**config.mk**
```make
export PLATFORM = sky130hd
export DESIGN_NAME = ql_beep_sequencer
export DESIGN_NICKNAME = d
export VERILOG_FILES = /design/src/rtl/ql_beep_sequencer.sv
export SDC_FILE = /design/constraint.sdc
export NUM_CORES = 1
export LEC_CHECK = 0
export CORE_ASPECT_RATIO = 1.5
export CORE_MARGIN = 4
export CORE_UTILIZATION = 45
export CTS_BUF_LIST = sky130_fd_sc_hd__clkbuf_4 sky130_fd_sc_hd__clkbuf_8
export DETAILED_ROUTE_END_ITERATION = 10
export GPL_TIMING_DRIVEN = 0
export PLACE_DENSITY = 0.62
export SYNTH_ARGS = -nofsm -noshare
export SYNTH_HDL_FRONTEND = slang
export SYNTH_SLANG_ARGS = --single-unit
```
**constraint.sdc**
```tcl
create_clock -name i_clk -period 4.7 [get_ports i_clk]
set_input_delay 0.705 -clock i_clk [delete_from_list [all_inputs] [get_ports i_clk]]
set_output_delay 0.705 -clock i_clk [all_outputs]
set_load 0.05 [all_outputs]
```
**src/rtl/ql_beep_sequencer.sv**
```systemverilog
`default_nettype none
// ============================================================================
// Module      : ql_beep_sequencer
// Description : Plays one QL BEEP command. Sweeps a pitch between two limits
//               at a programmable rate, adds LFSR fuzz, and stops after a
//               programmed duration or on request. Drives the freq/fuzz
//               inputs of the downstream square-wave tone generator.
// Revision    : 1.0 - initial release
// ============================================================================
module ql_beep_sequencer #(
  parameter int TICK_CYCLES = 1944
) (
  input  logic        i_clk,
  input  logic        i_reset,
  input  logic        i_cmd_valid,
  output logic        o_cmd_ready,
  input  logic [7:0]  i_pitch1,
  input  logic [7:0]  i_pitch2,
  input  logic [15:0] i_grad_x,
  input  logic [3:0]  i_grad_y,
  input  logic [3:0]  i_wrap,
  input  logic [3:0]  i_fuzz_in,
  input  logic [15:0] i_duration,
  input  logic        i_stop,
  output logic [8:0]  o_freq,
  output logic [7:0]  o_fuzz,
  output logic        o_busy,
  output logic        o_done
);

  // Prescaler width; TICK_CYCLES is at least 2 so the width is at least 1.
  localparam int C_PW = (TICK_CYCLES > 1) ? $clog2(TICK_CYCLES) : 1;
  localparam logic [C_PW-1:0] C_TICK_LAST = C_PW'(TICK_CYCLES - 1);
  localparam logic [15:0]     C_LFSR_SEED = 16'hACE1;

  typedef enum logic [1:0] {
    S_IDLE = 2'd0,
    S_LOAD = 2'd1,
    S_PLAY = 2'd2
  } state_t;

  state_t r_state;

  // Registered copy of the accepted command
  logic [7:0]  r_pitch1;
  logic [7:0]  r_pitch2;
  logic [15:0] r_grad_x;
  logic [3:0]  r_grad_y;
  logic [3:0]  r_wrap;
  logic [3:0]  r_fuzz_w;
  logic [15:0] r_duration;

  // Playback state
  logic [7:0]      r_cur;
  logic [C_PW-1:0] r_presc;
  logic [15:0]     r_step_cnt;
  logic [15:0]     r_dur_cnt;
  logic [3:0]      r_wrap_cnt;
  logic            r_frozen;
  logic [15:0]     r_lfsr;

  // Registered outputs
  logic [8:0] r_freq;
  logic [7:0] r_fuzz;
  logic       r_busy;
  logic       r_done;
  logic       r_cmd_ready;

  // Combinational helpers
  logic        w_accept;
  logic        w_tick;
  logic        w_lfsr_fb;
  logic [15:0] w_lfsr_next;
  logic [7:0]  w_mask;
  logic [15:0] w_dur_next;
  logic        w_dur_end;
  logic        w_sweep;
  logic [15:0] w_step_next;
  logic        w_step_fire;
  logic [7:0]  w_lo;
  logic [7:0]  w_hi;
  logic [9:0]  w_next10;
  logic        w_in_range;
  logic [3:0]  w_wrap_next;
  logic        w_freeze;
  logic [7:0]  w_cur_next;

  // Handshake and tick generation
  always_comb begin
    w_accept = i_cmd_valid && r_cmd_ready;
    w_tick   = (r_state == S_PLAY) && (r_presc == C_TICK_LAST);
  end

  // Fuzz source: left-shifting Fibonacci LFSR, taps x^16+x^14+x^13+x^11,
  // and a fuzz mask of min(fuzz_in,8) low bits.
  always_comb begin
    w_lfsr_fb   = r_lfsr[15] ^ r_lfsr[13] ^ r_lfsr[12] ^ r_lfsr[10];
    w_lfsr_next = {r_lfsr[14:0], w_lfsr_fb};
    if (r_fuzz_w[3]) begin
      w_mask = 8'hFF;
    end else begin
      w_mask = 8'((9'd1 << r_fuzz_w[2:0]) - 9'd1);
    end
  end

  // Duration and sweep-rate counters, evaluated for the current tick
  always_comb begin
    w_dur_next  = r_dur_cnt + 16'd1;
    w_dur_end   = w_tick && (r_duration != 16'd0) && (w_dur_next == r_duration);
    w_sweep     = (r_grad_x != 16'd0) && (r_grad_y != 4'd0) && !r_frozen;
    w_step_next = r_step_cnt + 16'd1;
    w_step_fire = w_tick && w_sweep && (w_step_next == r_grad_x);
  end

  // Pitch step: 10-bit signed add, out-of-range results wrap back to pitch1
  always_comb begin
    w_lo        = (r_pitch1 < r_pitch2) ? r_pitch1 : r_pitch2;
    w_hi        = (r_pitch1 < r_pitch2) ? r_pitch2 : r_pitch1;
    w_next10    = {2'b00, r_cur} + {{6{r_grad_y[3]}}, r_grad_y};
    // Bits 9:8 clear means the result is non-negative and fits in 8 bits.
    w_in_range  = (w_next10[9:8] == 2'b00) &&
                  (w_next10[7:0] >= w_lo) && (w_next10[7:0] <= w_hi);
    w_wrap_next = r_wrap_cnt + 4'd1;
    w_freeze    = (r_wrap != 4'd0) && (w_wrap_next == r_wrap);
    w_cur_next  = w_in_range ? w_next10[7:0] : r_pitch1;
  end

  // Sequencer FSM with registered outputs
  always_ff @(posedge i_clk) begin
    if (i_reset) begin
      r_state     <= S_IDLE;
      r_pitch1    <= 8'd0;
      r_pitch2    <= 8'd0;
      r_grad_x    <= 16'd0;
      r_grad_y    <= 4'd0;
      r_wrap      <= 4'd0;
      r_fuzz_w    <= 4'd0;
      r_duration  <= 16'd0;
      r_cur       <= 8'd0;
      r_presc     <= '0;
      r_step_cnt  <= 16'd0;
      r_dur_cnt   <= 16'd0;
      r_wrap_cnt  <= 4'd0;
      r_frozen    <= 1'b0;
      r_lfsr      <= C_LFSR_SEED;
      r_freq      <= 9'd0;
      r_fuzz      <= 8'd0;
      r_busy      <= 1'b0;
      r_done      <= 1'b0;
      r_cmd_ready <= 1'b1;
    end else begin
      r_done <= 1'b0;
      // The LFSR runs on every tick so the fuzz pattern keeps evolving
      // across consecutive tones.
      if (w_tick) begin
        r_lfsr <= w_lfsr_next;
      end

      if (w_accept) begin
        // New command wins over stop and duration end; a preempted tone
        // finishes silently without a done pulse.
        r_pitch1    <= i_pitch1;
        r_pitch2    <= i_pitch2;
        r_grad_x    <= i_grad_x;
        r_grad_y    <= i_grad_y;
        r_wrap      <= i_wrap;
        r_fuzz_w    <= i_fuzz_in;
        r_duration  <= i_duration;
        r_busy      <= 1'b1;
        r_cmd_ready <= 1'b0;
        r_state     <= S_LOAD;
      end else begin
        case (r_state)
          S_IDLE: begin
            r_busy      <= 1'b0;
            r_cmd_ready <= 1'b1;
          end

          S_LOAD: begin
            r_cur       <= r_pitch1;
            r_presc     <= '0;
            r_step_cnt  <= 16'd0;
            r_dur_cnt   <= 16'd0;
            r_wrap_cnt  <= 4'd0;
            r_frozen    <= 1'b0;
            r_freq      <= {1'b0, r_pitch1};
            r_cmd_ready <= 1'b1;
            r_state     <= S_PLAY;
          end

          S_PLAY: begin
            if (i_stop || w_dur_end) begin
              r_freq  <= 9'd0;
              r_fuzz  <= 8'd0;
              r_busy  <= 1'b0;
              r_done  <= 1'b1;
              r_state <= S_IDLE;
            end else begin
              r_presc <= w_tick ? '0 : (r_presc + C_PW'(1));
              if (w_tick) begin
                r_fuzz    <= w_lfsr_next[7:0] & w_mask;
                r_dur_cnt <= w_dur_next;
                if (w_sweep) begin
                  if (w_step_fire) begin
                    r_step_cnt <= 16'd0;
                    r_cur      <= w_cur_next;
                    r_freq     <= {1'b0, w_cur_next};
                    if (!w_in_range) begin
                      r_wrap_cnt <= w_wrap_next;
                      if (w_freeze) begin
                        r_frozen <= 1'b1;
                      end
                    end
                  end else begin
                    r_step_cnt <= w_step_next;
                  end
                end
              end
            end
          end

          default: begin
            r_state <= S_IDLE;
          end
        endcase
      end
    end
  end

  assign o_freq      = r_freq;
  assign o_fuzz      = r_fuzz;
  assign o_busy      = r_busy;
  assign o_done      = r_done;
  assign o_cmd_ready = r_cmd_ready;

endmodule
`default_nettype wire

```
==> insert_results.sql, run 1 <==
INSERT INTO impl_metrics (metric_group, metric, value, unit) VALUES
('synth', 'share_of_async_settable_or_async_resettable_flops_after_synthesis', '0', '%'),
('synth', 'syn_area_per_cell', '8.15', 'um^2'),
('clock_network', 'clk-insertion-delay-late', '0.47', 'ns'),
('run_status', 'run_status', 'completed', ''),
('timing', 'fin_ws', '0.347', 'ns'),
('die', 'fp-row-count', '61', ''),
('setup_path', 'critPathCaptureType', 'flop', ''),
('routing', 'detail-route-antenna-nets', '0', ''),
('flow_run', 'maxCapViolations', '0', ''),
('routing', 'drt-wirelength-per-cell', '16.4', 'um'),
('global_route', 'first_global_vias', '7522', ''),
('global_route', 'grt_antenna_before_repair', '0', ''),
('clock_network', 'clock_tree.htree_level_count', '4', ''),
('timing', 'fmax', '0.230', 'GHz'),
('setup_path', 'crit_path_max_incr_delay', '0.38', 'ns'),
('timing', 'final-setup-viol-count', '0', ''),
('layout', 'fraction_of_final_layout_cells_with_drive_strength_greater_than_1', '7.09', '%'),
('clock_network', 'clock_tree_from_tritoncts', 'built', ''),
('die', 'die_x', '121', 'um'),
('die', 'fp.coreArea', '18700', 'um^2'),
('hold_path', 'hp-class', 'flop to flop', ''),
('pwr', 'p_leak', '3.86', 'nW'),
('setup_path', 'crit_path_frequent_cell', 'sky130_fd_sc_hd__a21o_1', ''),
('synth', 'syn-cell-area', '8610', 'um^2'),
('global_route', 'grt_usage', '22.0', '%'),
('timing', 'fin_setup_tns', '0', 'ns'),
('synth', 'synth-edff-count', '0', ''),
('timing', 'layout_min_cycle_time', '4.35', 'ns'),
('layout', 'final-instance-count-excl-fill', '1423', ''),
('placed_design', 'place_inst', '1390', ''),
('timing', 'slew_worst_pin', '0.765', 'ns'),
('synth', 'yosysUniqueCellTypes', '73', ''),
('synth', 'postSynthCellCount', '1057', ''),
('timing', 'report.final.hold_viol_count', '0', ''),
('timing', 'final.period_utilization', '92.6', '%'),
('layout', 'multi_input_area', '5180', 'um^2'),
('setup_path', 'worstPathCellList', 'inv_1 > ha_1 > a21o_1 > a21o_1 > a21o_1 > a21oi_1 > nor2b_1 > o21ai_1 > o2bb2ai_4 > mux2_2 > ha_1 > nand2b_1 > a21o_1 > a21oi_1 > o21ai_0 > a21o_1 > o2111a_1 > clkbuf_4 > nor3_4 > buf_12 > mux2i_1 > a21oi_1', ''),
('layout', 'nets', '1263', ''),
('timing', 'rsz_0062_raised_after_global_routing', 'no', ''),
('global_route', 'largest_net_degree_at_the_start_of_global_routing', '17', ''),
('global_route', 'global_route.overflow_total', '0', ''),
('synth', 'synth_flop_cell', 'sky130_fd_sc_hd__dfxtp_1', ''),
('placed_design', 'globalplace.congestion', '0.918', ''),
('clock_network', 'root_buf_cell', 'sky130_fd_sc_hd__clkbuf_8', ''),
('setup_path', 'timing.setup.critical_path_class', 'flop to flop', ''),
('setup_path', 'cp_top_family', 'compound AO/OA/AOI/OAI gates', ''),
('die', 'dieArea', '21500', 'um^2'),
('timing', 'finalMaxSlewViolations', '0', ''),
('synth', 'yosys_warnings', '0', ''),
('layout', 'antennaDiodeCount', '0', ''),
('die', 'starting_density_of_the_core', '46.0', '%'),
('layout', 'area_growth', '18.5', '%'),
('routing', 'drt-pass1-iter-count', '5', ''),
('routing', 'routed_via_count_divided_by_cell_count', '5.47', ''),
('setup_path', 'path_buf_inv', '3', ''),
('layout', 'fill_cells', '1847', ''),
('die', 'die_height', '177', 'um'),
('timing', 'maxSlewHeadroom', '49.0', '%'),
('layout', 'area.sequential', '3060', 'um^2'),
('clock_network', 'clock_transition_at_the_registers_of_the_reported_paths', '0.09', 'ns'),
('clock_network', 'cts-root-to-sink-buffers', '2', ''),
('global_route', 'grt_pass1_wl', '37.8', 'mm'),
('synth', 'syn-num-nets', '1162', ''),
('routing', 'routed_wirelength', '23.3', 'mm'),
('pwr', 'totalPowerFinal', '3.00', 'mW'),
('pwr', 'vdd_ir_drop_max', '0.000160', 'V'),
('layout', 'layout_commonest_cell', 'sky130_fd_sc_hd__nand2_1', ''),
('routing', 'drcViolationCount', '0', ''),
('setup_path', 'critPathRequiredTime', '5.02', 'ns'),
('setup_path', 'critPathMaxFanout', '9', ''),
('placed_design', 'pre_cts_ws', '-0.210', 'ns');
-- per-stage QoR --
step                util, %  cell area, um^2  hold slack, ns
floorplan                 -             8610           0.432
global placement       52.1             9740           0.440
detailed placement     52.1             9740           0.443
CTS                    54.3            10200           0.459
global route           54.6            10200           0.479
finish                 54.6            10200           0.455
-- cell usage after synthesis (7+ instances only) --
cell                        number  share of area (%)
sky130_fd_sc_hd__dfxtp_1       153                 36
sky130_fd_sc_hd__or3_1           7               0.51
sky130_fd_sc_hd__nand2_1       191                8.3
sky130_fd_sc_hd__nor2b_1        11               0.80
sky130_fd_sc_hd__nand4_1        18                1.3
sky130_fd_sc_hd__nor2_1         64                2.8
sky130_fd_sc_hd__and2_1         11               0.80
sky130_fd_sc_hd__nand2b_1       10               0.73
sky130_fd_sc_hd__nor4_1         18                1.3
sky130_fd_sc_hd__inv_1          25                1.1
sky130_fd_sc_hd__nand3_1        34                2.0
sky130_fd_sc_hd__nor3_1         17               0.99
sky130_fd_sc_hd__o21ai_0        43                2.5
sky130_fd_sc_hd__xor2_1         29                2.9
sky130_fd_sc_hd__a211oi_1       13                1.1
sky130_fd_sc_hd__buf_2           9               0.52
sky130_fd_sc_hd__ha_1           40                5.8
sky130_fd_sc_hd__buf_4           7               0.61
sky130_fd_sc_hd__mux2i_1        30                3.5
sky130_fd_sc_hd__a21o_1         16                1.4
sky130_fd_sc_hd__a31oi_1         7               0.51
sky130_fd_sc_hd__a21oi_1       103                6.0
sky130_fd_sc_hd__clkbuf_1       40                1.7
sky130_fd_sc_hd__nand3b_1        8               0.70
sky130_fd_sc_hd__o2bb2ai_1      16                1.6
sky130_fd_sc_hd__xnor2_1        34                3.5
sky130_fd_sc_hd__and4_1          7               0.71
-- cell type report --
| class | instances | area share, % |
|---|---|---|
| Clock inverter | 13 | 1.65 |
| Sequential cell | 153 | 30.0 |
| Buffer | 62 | 2.97 |
| Tap cell | 252 | 3.09 |
| Multi-Input combinational cell | 816 | 50.7 |
| Timing Repair Buffer | 82 | 8.14 |
| Inverter | 26 | 0.956 |
| Clock buffer | 19 | 2.44 |
-- layer usage --
metal	track usage [%]	routed length [um]	vias to the layer above
li1	-	-	3929
met4	6.76	429	0
met2	41.0	12200	145
met1	25.7	9890	3671
met3	3.41	831	34
met5	0	0	-
-- sequential cells by signal (all words and copies together) (netlist names), 2 cells and up --
name	flops
o_freq	8
o_fuzz	8
r_cur	8
r_dur_cnt	16
r_duration	16
r_fuzz_w	4
r_grad_x	16
r_grad_y	4
r_lfsr	16
r_pitch1	8
r_pitch2	8
r_presc	11
r_state	2
r_step_cnt	16
r_wrap	4
r_wrap_cnt	4
-- worst min-delay path, stage by stage, from the launching register on --
cell and delay (ns):
sky130_fd_sc_hd__dfxtp_1 0.32, sky130_fd_sc_hd__nand2_1 0.05, sky130_fd_sc_hd__a21oi_1 0.05
-- final timing paths --
kind                             from                          to  slack [ns]  depth (start not counted)
max          r_pitch2[1]$_SDFFE_PP0P_  r_wrap_cnt[3]$_SDFFE_PP0P_        0.35                         22
min reg2reg   r_lfsr[11]$_SDFFE_PP1P_     r_lfsr[12]$_SDFFE_PP0P_        0.45                          2
max reg2reg  r_pitch2[1]$_SDFFE_PP0P_  r_wrap_cnt[3]$_SDFFE_PP0P_        0.35                         22
min           r_lfsr[11]$_SDFFE_PP1P_     r_lfsr[12]$_SDFFE_PP0P_        0.45                          2
-- report_power, final --
| part | total (mW) | switching [mW] | internal [mW] |
|---|---|---|---|
| combinational | 0.527 | 0.287 | 0.240 |
| clock | 1.08 | 0.542 | 0.543 |
| sequential | 1.38 | 0.0463 | 1.34 |
-- logic make-up (layout without fill, tap and decap cells) --
group | after synthesis | in the layout | synth area share [%]
AO/OA/AOI/OAI | 244 | 244 | 18.1
XOR/XNOR | 64 | 64 | 6.68
adder cells (fa/ha/maj) | 41 | 41 | 6.04
buffers and inverters | 88 | 202 | 4.53
flip-flops | 153 | 153 | 35.6
multiplexers | 33 | 33 | 3.88
other | 1 | 1 | 0.0436
AND/OR/NAND/NOR | 433 | 433 | 25.1
-- timing repair --
| action | 4_1_cts | 5_1_grt |
|---|---|---|
| gates resized for setup | 2 | 7 |
| pin swaps | 0 | 1 |
| hold buffers | 0 | 0 |
| buffers inserted | 0 | 1 |
| setup endpoints to repair | 21 | 21 |
Power figures use the tool's default switching activity.
==> run 2: changes to the inputs <==
REMOVE_ABC_BUFFERS = 1   (was default)
==> run 2 against run 1 <==
Final area fell by 1.9%. Critical path type unchanged. Sequential share of layout area is 0.59 points higher. Via count is 4.7% lower. Clock-buffer cell count is 1 higher. Register-to-register slack improved by 0.02 ns. Sequential power hardly changed. Non-clock buffer count decreased by 50. Die area unchanged. Critical path depth is 2 lower. Global-route usage down 2.6 points.
==> insert_results.sql, run 2 (synthesis results as in run 1) <==
INSERT INTO impl_metrics (metric_group, metric, value, unit) VALUES
('setup_path', 'crit_end', 'r_wrap_cnt[2]$_SDFFE_PP0P_', ''),
('timing', 'finalMaxSlewViolations', '0', ''),
('clock_network', 'clock_transition_at_the_registers_of_the_reported_paths', '0.09', 'ns'),
('timing', 'fin_setup_tns', '0', 'ns'),
('clock_network', 'clock_tree_from_tritoncts', 'built', ''),
('global_route', 'grt_pass1_wl', '34.2', 'mm'),
('global_route', 'grt_usage', '19.4', '%'),
('timing', 'report.final.hold_viol_count', '0', ''),
('layout', 'finalInstanceArea', '10000', 'um^2'),
('routing', 'drt-pass1-iter-count', '5', ''),
('pwr', 'power.share.combinational', '18.3', '%'),
('setup_path', 'crit_slowest_cell', 'sky130_fd_sc_hd__dfxtp_1', ''),
('layout', 'antennaDiodeCount', '0', ''),
('placed_design', 'place_inst', '1333', ''),
('setup_path', 'rr_worst_depth', '20', ''),
('layout', 'layout_commonest_cell', 'sky130_fd_sc_hd__nand2_1', ''),
('placed_design', 'globalplace.congestion', '0.886', ''),
('placed_design', 'pre_cts_ws', '-0.0629', 'ns'),
('routing', 'routed_via_count_divided_by_cell_count', '5.40', ''),
('clock_network', 'cts_inserted_buffers', '17', ''),
('pwr', 'power_dissipated_by_switching_net_loads', '0.848', 'mW'),
('die', 'die_x', '121', 'um'),
('flow_run', 'maxCapViolations', '0', ''),
('setup_path', 'timing.reg2reg.setup_slack', '0.36', 'ns'),
('pwr', 'power.internal', '2.04', 'mW'),
('setup_path', 'critical_path.startpoint_type', 'flop', ''),
('pwr', 'totalPowerFinal', '2.89', 'mW'),
('layout', 'nets', '1213', ''),
('routing', 'drt-wirelength-per-cell', '15.0', 'um'),
('timing', 'final-setup-viol-count', '0', ''),
('timing', 'fin_ws', '0.365', 'ns'),
('pwr', 'power.clock.fraction', '33.7', '%'),
('timing', 'slew_worst_pin', '0.836', 'ns'),
('setup_path', 'worstReg2RegStart', 'r_pitch2[1]$_SDFFE_PP0P_', ''),
('global_route', 'largest_net_degree_at_the_start_of_global_routing', '57', ''),
('timing', 'layout_min_cycle_time', '4.34', 'ns'),
('hold_path', 'hp-class', 'flop to flop', ''),
('die', 'dieArea', '21500', 'um^2'),
('setup_path', 'cp_top_family', 'compound AO/OA/AOI/OAI gates', ''),
('setup_path', 'critPathRequiredTime', '5.05', 'ns'),
('layout', 'final_cell_mix', 'sky130_fd_sc_hd__nand2_1 (190), sky130_fd_sc_hd__dfxtp_1 (153), sky130_fd_sc_hd__a21oi_1 (103), sky130_fd_sc_hd__clkdlybuf4s50_1 (81), sky130_fd_sc_hd__nor2_1 (64)', ''),
('pwr', 'power_switching_share', '29.4', '%'),
('setup_path', 'critical_path_arrival', '4.68', 'ns'),
('setup_path', 'crit_path_max_incr_delay', '0.38', 'ns'),
('setup_path', 'path_buf_inv', '1', ''),
('timing', 'fin_worst_skew', '0.0137', 'ns'),
('clock_network', 'cts-root-to-sink-buffers', '2', ''),
('pwr', 'p_leak', '3.75', 'nW'),
('setup_path', 'crit_path_frequent_cell', 'sky130_fd_sc_hd__a21o_1', ''),
('layout', 'area_growth', '16.3', '%'),
('placed_design', 'port-buffer-count', '82', ''),
('setup_path', 'timing.setup.critical_path_class', 'flop to flop', ''),
('timing', 'fmax', '0.231', 'GHz'),
('pwr', 'power-per-cell-area', '288', 'nW/um^2'),
('die', 'io-pin-count', '84', ''),
('die', 'fp-row-count', '61', ''),
('die', 'fp.coreArea', '18700', 'um^2'),
('setup_path', 'path_length_in_cells_of_the_critical_path', '20', ''),
('clock_network', 'clock_tree.htree_level_count', '4', ''),
('timing', 'maxSlewHeadroom', '44.0', '%'),
('clock_network', 'root_buf_cell', 'sky130_fd_sc_hd__clkbuf_8', ''),
('setup_path', 'worstPathCellList', 'inv_1 > ha_1 > a21o_1 > a21o_1 > a21o_1 > a21oi_1 > nor2b_1 > o21ai_0 > o2bb2ai_4 > mux2_2 > ha_1 > nand2b_1 > a21o_1 > a21oi_1 > o21ai_0 > a21o_1 > o2111a_2 > nor3_4 > mux2i_1 > a21oi_1', ''),
('routing', 'vias', '7416', ''),
('global_route', 'first_global_vias', '7109', ''),
('pwr', 'vdd_ir_drop_max', '0.000158', 'V'),
('die', 'starting_density_of_the_core', '46.0', '%'),
('placed_design', 'post_dp_cell_area', '9540', 'um^2'),
('timing', 'rsz_0062_raised_after_global_routing', 'no', ''),
('setup_path', 'worst_r2r_endpoint', 'r_wrap_cnt[2]$_SDFFE_PP0P_', ''),
('layout', 'final-instance-count-excl-fill', '1373', ''),
('clock_network', 'cts_hold_repair.buffers', '0', ''),
('timing', 'final.period_utilization', '92.2', '%'),
('routing', 'detail-route-antenna-nets', '0', ''),
('setup_path', 'critPathMaxFanout', '10', ''),
('setup_path', 'cp-startpoint', 'r_pitch2[1]$_SDFFE_PP0P_', ''),
('clock_network', 'clock-sinks', '153', ''),
('global_route', 'grt_antenna_before_repair', '0', ''),
('routing', 'drcViolationCount', '0', ''),
('die', 'die_height', '177', 'um'),
('run_status', 'run_status', 'completed', ''),
('routing', 'routed_wirelength', '20.6', 'mm'),
('routing', 'drtIter0Drc', '319', ''),
('pwr', 'seq_power_share', '48.0', '%'),
('clock_network', 'clk-insertion-delay-late', '0.46', 'ns'),
('placed_design', 'dp.final_hpwl', '14.7', 'mm'),
('global_route', 'global_route.overflow_total', '0', ''),
('layout', 'fraction_of_final_layout_cells_with_drive_strength_greater_than_1', '7.05', '%'),
('setup_path', 'critPathCaptureType', 'flop', '');
[run 2: changes by cell type in the layout (fill, tap and decap cells not counted), moves of 2 or more]
cell	delta
sky130_fd_sc_hd__buf_12	+2
sky130_fd_sc_hd__buf_1	-3
sky130_fd_sc_hd__clkbuf_1	-39
sky130_fd_sc_hd__buf_6	-4
sky130_fd_sc_hd__clkinv_4	+2
sky130_fd_sc_hd__buf_2	-8
sky130_fd_sc_hd__bufinv_16	-2
sky130_fd_sc_hd__buf_4	+2
[run 2: worst min path at each step]
stage                                       start                 endpoint  slack [ns]  depth (start not counted)
final                      r_lfsr[8]$_SDFFE_PP0P_   r_lfsr[9]$_SDFFE_PP0P_        0.46                          2
after global routing       r_lfsr[8]$_SDFFE_PP0P_   r_lfsr[8]$_SDFFE_PP0P_        0.48                          2
after global placement     r_lfsr[8]$_SDFFE_PP0P_   r_lfsr[9]$_SDFFE_PP0P_        0.44                          2
after detailed placement   r_lfsr[8]$_SDFFE_PP0P_   r_lfsr[8]$_SDFFE_PP0P_        0.45                          2
after CTS                  r_lfsr[8]$_SDFFE_PP0P_   r_lfsr[8]$_SDFFE_PP0P_        0.46                          2
after floorplan           r_lfsr[11]$_SDFFE_PP1P_  r_lfsr[12]$_SDFFE_PP0P_        0.43                          2
[run 2: cell type report]
type,count,area [um^2]
tap,252,315
clock inverter,12,119
multi-input combinational,816,5190
clock buffer,20,256
inverter,26,97.6
fill,1868,8690
sequential,153,3060
timing repair buffer,94,966
[run 2: power groups by stage]
stage | Combinational, mW | Clock, mW | Sequential, mW
after global routing | 0.591 | 1.05 | 1.39
after floorplan | 0.325 | 0 | 1.41
after CTS | 0.503 | 0.999 | 1.38
after detailed placement | 0.497 | 0 | 1.41
final | 0.528 | 0.973 | 1.38
after global placement | 0.488 | 0 | 1.41
[run 2: worst min-delay path, stage by stage, from the launching register on]
cell and delay (ns):
sky130_fd_sc_hd__dfxtp_1 0.32, sky130_fd_sc_hd__nand2_1 0.05, sky130_fd_sc_hd__a21oi_1 0.05
[run 2: routing by layer]
metal	wire [um]	GRT usage, %
met3	696	3.73
met4	308	5.91
met2	10500	35.5
met5	0	0
met1	9050	22.8
[run 2: through the flow]
stage	hold slack [ns]	utilization (%)
after CTS	0.462	53.1
final	0.458	53.5
after floorplan	0.426	-
after global placement	0.437	50.6
after detailed placement	0.449	51.0
after global routing	0.482	53.5
[run 2: what timing repair did]
item | CTS | global route
gates resized for setup | 1 | 1
setup buffers | 0 | 8
endpoints found under the setup margin | 6 | 21
pin swaps | 0 | 2
